$ cat src/rtl/qnigma_crc_pkg.sv
// Shared constants, byte-update function and FSM state type for the
// qnigma Ethernet CRC-32 engine.
package qnigma_crc_pkg;

    localparam logic [31:0] CRC32_POLY_REFL = 32'hEDB88320;
    localparam logic [31:0] CRC32_INIT      = 32'hFFFFFFFF;
    localparam logic [31:0] CRC32_RESIDUE   = 32'hDEBB20E3;

    typedef enum logic {
        IDLE,
        ACTIVE
    } crc_state_t;

    function automatic logic [31:0] crc32_byte(
        input logic [31:0] crc,
        input logic [7:0]  data
    );
        logic [31:0] c;
        c = crc ^ {24'h0, data};
        for (int i = 0; i < 8; i++) begin
            if (c[0]) c = (c >> 1) ^ CRC32_POLY_REFL;
            else      c = c >> 1;
        end
        return c;
    endfunction

endpackage

$ cat src/rtl/qnigma_crc32_unroll.sv
// Combinational W_BYTES-deep CRC-32 byte chain; the result is tapped
// after the last kept lane (keep 0 or above W_BYTES selects all lanes).
module qnigma_crc32_unroll
    import qnigma_crc_pkg::*;
#(
    parameter int W_BYTES = 4,
    parameter int KW      = $clog2(W_BYTES) + 1
) (
    input  logic [31:0]          crc_in,
    input  logic [8*W_BYTES-1:0] dat,
    input  logic [KW-1:0]        keep,
    output logic [31:0]          crc_out
);

    logic [31:0] stage [W_BYTES+1];
    int          lanes;

    assign stage[0] = crc_in;

    for (genvar i = 0; i < W_BYTES; i++) begin : g_stage
        assign stage[i+1] = crc32_byte(stage[i], dat[8*i +: 8]);
    end

    assign lanes = (keep == '0 || int'(keep) > W_BYTES) ? W_BYTES : int'(keep);

    always_comb begin
        crc_out = stage[W_BYTES];
        for (int i = 1; i <= W_BYTES; i++) begin
            if (lanes == i) crc_out = stage[i];
        end
    end

endmodule

$ cat src/rtl/qnigma_crc32_stream.sv
// Frame-aware multi-byte Ethernet CRC-32 engine with FCS and residue check.
// Optional saturating bad-frame counter: define QNIGMA_CRC_ERRCNT_EN.
module qnigma_crc32_stream
    import qnigma_crc_pkg::*;
#(
    parameter int W_BYTES = 4,
    parameter int KW      = $clog2(W_BYTES) + 1
) (
    input  logic                 clk,
    input  logic                 rst,
    input  logic [8*W_BYTES-1:0] in_dat,
    input  logic                 in_val,
    input  logic                 in_sof,
    input  logic                 in_eof,
    input  logic [KW-1:0]        in_keep,
    output logic                 res_val,
    output logic [31:0]          res_crc,
    output logic                 res_ok,
    output logic                 res_abort,
    output logic                 busy
`ifdef QNIGMA_CRC_ERRCNT_EN
    ,
    output logic [15:0]          err_cnt
`endif
);

    if (W_BYTES != 1 && W_BYTES != 2 && W_BYTES != 4 && W_BYTES != 8) begin : g_bad_w
        $error("qnigma_crc32_stream: W_BYTES must be 1, 2, 4 or 8");
    end

    crc_state_t  state, state_nxt;
    logic [31:0] crc, crc_nxt;
    logic [31:0] upd_in, upd_out;
    logic [KW-1:0] upd_keep;
    logic        rep, rep_abort, rep_ok;
    logic [31:0] rep_raw;

    // A SOF beat always restarts from init; keep only matters on EOF beats
    assign upd_in   = in_sof ? CRC32_INIT : crc;
    assign upd_keep = in_eof ? in_keep : '0;

    qnigma_crc32_unroll #(
        .W_BYTES (W_BYTES),
        .KW      (KW)
    ) u_unroll (
        .crc_in  (upd_in),
        .dat     (in_dat),
        .keep    (upd_keep),
        .crc_out (upd_out)
    );

    always_comb begin
        state_nxt = state;
        crc_nxt   = crc;
        rep       = 1'b0;
        rep_abort = 1'b0;
        rep_raw   = upd_out;
        unique case (state)
            IDLE: begin
                if (in_val && in_sof) begin
                    if (in_eof) begin
                        rep     = 1'b1;
                        crc_nxt = CRC32_INIT;
                    end else begin
                        state_nxt = ACTIVE;
                        crc_nxt   = upd_out;
                    end
                end
            end
            ACTIVE: begin
                if (in_val) begin
                    if (in_sof) begin
                        // Old frame is reported as aborted; its CRC excludes this beat
                        rep       = 1'b1;
                        rep_abort = 1'b1;
                        rep_raw   = crc;
                        if (in_eof) begin
                            state_nxt = IDLE;
                            crc_nxt   = CRC32_INIT;
                        end else begin
                            crc_nxt = upd_out;
                        end
                    end else if (in_eof) begin
                        rep       = 1'b1;
                        state_nxt = IDLE;
                        crc_nxt   = CRC32_INIT;
                    end else begin
                        crc_nxt = upd_out;
                    end
                end
            end
            default: begin
                state_nxt = IDLE;
                crc_nxt   = CRC32_INIT;
            end
        endcase
    end

    assign rep_ok = !rep_abort && (rep_raw == CRC32_RESIDUE);

    always_ff @(posedge clk or negedge rst) begin
        if (!rst) begin
            state <= IDLE;
            crc   <= CRC32_INIT;
        end else begin
            state <= state_nxt;
            crc   <= crc_nxt;
        end
    end

    always_ff @(posedge clk or negedge rst) begin
        if (!rst) begin
            res_val   <= 1'b0;
            res_crc   <= '0;
            res_ok    <= 1'b0;
            res_abort <= 1'b0;
        end else begin
            res_val <= rep;
            if (rep) begin
                res_crc   <= ~rep_raw;
                res_ok    <= rep_ok;
                res_abort <= rep_abort;
            end
        end
    end

    assign busy = (state == ACTIVE);

`ifdef QNIGMA_CRC_ERRCNT_EN
    always_ff @(posedge clk or negedge rst) begin
        if (!rst) begin
            err_cnt <= '0;
        end else if (rep && !rep_ok && err_cnt != 16'hFFFF) begin
            err_cnt <= err_cnt + 16'd1;
        end
    end
`endif

endmodule

$ cat config.mk
export PLATFORM = sky130hd
export DESIGN_NAME = qnigma_crc32_stream
export DESIGN_NICKNAME = d
export VERILOG_FILES = /design/src/rtl/qnigma_crc_pkg.sv /design/src/rtl/qnigma_crc32_unroll.sv /design/src/rtl/qnigma_crc32_stream.sv
export SDC_FILE = /design/constraint.sdc
export NUM_CORES = 1
export LEC_CHECK = 0
export BUFFER_PORTS_ARGS = -buffer_cell sky130_fd_sc_hd__buf_2
export CORE_MARGIN = 10
export CORE_UTILIZATION = 55
export DETAILED_ROUTE_END_ITERATION = 12
export PLACE_DENSITY_LB_ADDON = 0.3
export SYNTH_ARGS = -nofsm -noshare
export SYNTH_HDL_FRONTEND = slang
export SYNTH_SLANG_ARGS = --single-unit
$ cat constraint.sdc
create_clock -name clk -period 5.5 [get_ports clk]
set_input_delay 0 -clock clk [delete_from_list [all_inputs] [get_ports clk]]
set_output_delay 0 -clock clk [all_outputs]
set_load 0.005 [all_outputs]
==> results.tsv <==
stage	metric	value	unit
floorplan	Rows	46	
worst_setup_path	CP delay by family, top	XOR/XNOR gates	
hold_path	Hold Path End	busy	
hold_path	Worst Hold Depth	2	
global_route	antenna violations before repair	1	
sta	final period utilization	97.6	%
worst_setup_path	RR Startpoint	crc[0]	
global_route	largest net degree at the start of global routing	69	
sta	Final Hold Fails	0	
global_route	vias in the first global route	7921	
clocking	clk root buf	clkbuf_16	
global_route	first-pass GRT wire length	51500	µm
drt	Residual DRC	0	
clocking	CTS Buffer Depth	2	
drt	via/cell ratio	6.09	
worst_setup_path	worst setup path category	reg2reg	
global_route	overall routing resource usage	31.5	%
sta	Setup Skew	4.68	ps
drt	DR vias	7933	
placement	Post-Place Setup Slack	-47.5	ps
logic_synthesis	post-synthesis async set-or-reset flop share	100	%
drt	routed len/inst	27.2	µm
worst_setup_path	R2R depth	15	
clocking	Reg clk slew, reported paths	60	ps
run_status	status	complete, no violations	
logic_synthesis	top post-synthesis cells by area	xnor2_1 22%, xnor3_1 12%, dfrtp_1 9.9%, dfstp_2 9.3%, xor2_1 4.7%	
placement	GPL Wtd Cong	1.05	
logic_synthesis	register area share after synthesis	19.2	%
clocking	clock tree from TritonCTS	built	
logic_synthesis	Mapped Nets	962	
placement	DP HPWL	28500	µm
job	maxcap violations	0	
global_route	GR Overflow Total	0	
sta	actual slew at the worst max-slew pin	1060	ps
final_layout	Synth-to-Final Area Change	18.7	%
final_layout	share of layout cells above drive strength 1	29.8	%
worst_setup_path	Worst Path Buf+Inv	1	
worst_setup_path	arrival time of the worst setup path	5600	ps
sta	Hold Worst Slack	49.0	ps
sta	Fmax	186	MHz
clocking	TritonCTS Buffers	9	
floorplan	core area	16000	µm²
logic_synthesis	Mapped Area	9070	µm²
clocking	CTS Sinks	68	
worst_setup_path	Worst setup SP type	flip-flop	
hold_path	worst min path class	in2reg	
floorplan	die area	22000	µm²
worst_setup_path	slowest stage cell, crit path	dfstp_2	
logic_synthesis	Synth top area share	21.6	%
logic_synthesis	yosys warns	0	
logic_synthesis	Distinct cells, synth	66	
floorplan	Starting Density	56.7	%
worst_setup_path	Critical path origin	crc[0]	
drt	Starting DRT DRC Count	1142	
logic_synthesis	Synth top cells by count	224 x xnor2_1, 87 x nor2_1, 75 x a21oi_1, 68 x nand2_1, 50 x xnor3_1	
logic_synthesis	Yosys top cell by area	xnor2_1	
sta	slew margin rel.	29.1	%
hold_path	Worst Hold Launch	in_eof	
worst_setup_path	crit-path cells	buf_4 -> xnor2_1 -> mux2_2 -> xor2_4 -> xnor3_1 -> xnor3_2 -> xor2_1 -> xnor3_2 -> xnor2_2 -> xnor2_1 -> o311a_1 -> nor4_2 -> o21ai_1 -> or4_1 -> o41ai_2	
drt	drt first pass iters	5	
worst_setup_path	RR Endpoint	res_ok	
logic_synthesis	Synth Instances	921	
worst_setup_path	crit path max fanout	6	
sta	Final WS setup	132	ps
sta	final setup violation count	0	
worst_setup_path	reg2reg setup slack	130	ps
floorplan	Die H	148	µm
sta	Tmin final	5370	ps
drt	Routed WL	35500	µm
logic_synthesis	#FFs+latches synth	68	
floorplan	Ports	76	
worst_setup_path	Largest stage delay, worst path	610	ps
floorplan	Die Width	148	µm
logic_synthesis	EDFF count, synth	0	
sta	Slew Limit Fails	0	
worst_setup_path	Req. time, crit path	5740	ps
clocking	Worst-Skew Late Latency	340	ps
placement	input/output buffers	75	
worst_setup_path	CP endpoint kind	flip-flop	
logic_synthesis	count leader, synth	xnor2_1	
logic_synthesis	Avg Synthesized Cell Area	9.84	µm²
clocking	H-tree levels	3	
logic_synthesis	most used flip-flop cell after synthesis	dfrtp_1	
drt	Antenna Nets Post-Route	0	
final_layout	# nets final	1122	
==> registers in the layout, indices dropped and copies added, names as in the netlist <==
signal / count
res_crc: 32
res_ok: 1
res_abort: 1
crc: 32
busy: 1
res_val: 1
==> how the worst max path moves through the flow <==
stage / to / slack [ps] / cells after the start
2_1_floorplan: res_ok / 180 / 15
3_3_place_gp: res_ok / 30 / 13
3_5_place_dp: res_ok / -50 / 13
4_1_cts: res_ok / 3 / 15
5_1_grt: res_ok / -30 / 15
6_report: res_ok / 130 / 15
==> stage by stage <==
stage / std cells / setup TNS, ps / area (µm²) / util [%]
after floorplan: 921 / 0 / 9070 / -
after global placement: 1270 / 0 / 10300 / 64.4
after detailed placement: 1270 / -47.5 / 10300 / 64.4
after CTS: 1293 / 0 / 10700 / 66.6
after global routing: 1302 / -32.2 / 10800 / 67.3
final: 1303 / 0 / 10800 / 67.3
==> area by class of cell <==
cell class | count | area (µm²)
Sequential cell | 68 | 1740
Multi-Input combinational cell | 796 | 7110
Inverter | 2 | 7.51
Antenna cell | 1 | 2.50
Clock inverter | 5 | 36.3
Timing Repair Buffer | 204 | 1350
Clock buffer | 11 | 243
Tap cell | 216 | 270
Fill cell | 1356 | 5240
==> cell families (layout without fill, tap and decap cells) <==
family | count (synthesis) | in the layout | share of synthesized area [%]
other cells | 0 | 1 | 0
compound gates | 208 | 208 | 14.4
xor+xnor | 383 | 383 | 52.9
fa+ha+maj | 1 | 1 | 0.138
flops | 68 | 68 | 19.2
buf+inv | 57 | 222 | 3.15
mux | 4 | 4 | 0.469
simple gates | 200 | 200 | 9.73
==> cells in the final DEF (no fill, tap or decap), drive strengths merged, types with 6 or more instances in the layout <==
master,Yosys,routed
a31oi,9,9
clkbuf,34,11
a211oi,9,9
a21oi,75,75
xor3,12,12
o21ai,49,49
nor2,94,94
buf,21,202
nand3,6,6
xnor2,256,256
nand2,68,68
dfstp,32,32
o221ai,6,6
xor2,58,58
xnor3,57,57
o22a,15,15
and3,6,6
o211ai,13,13
dfrtp,36,36
==> per-layer routing <==
| layer | GRT usage (%) | wire (µm) | vias to the layer above |
|---|---|---|---|
| li1 | - | - | 3469 |
| met1 | 41.7 | 14300 | 3862 |
| met2 | 47.6 | 15500 | 509 |
| met3 | 9.41 | 4210 | 93 |
| met4 | 11.8 | 1550 | 0 |
| met5 | 0 | 0 | - |
==> timing repair <==
| action | 4_1_cts | 5_1_grt |
|---|---|---|
| pin swaps | 2 | 2 |
| hold endpoints to repair | 37 | 0 |
| hold buffers | 2 | 0 |
| setup endpoints to repair | 1 | 1 |
| resized for setup | 3 | 8 |
| buffers inserted | 5 | 9 |
Power is not shown: default switching activity piles up to over one toggle a cycle in this logic, so the estimate is an artifact.
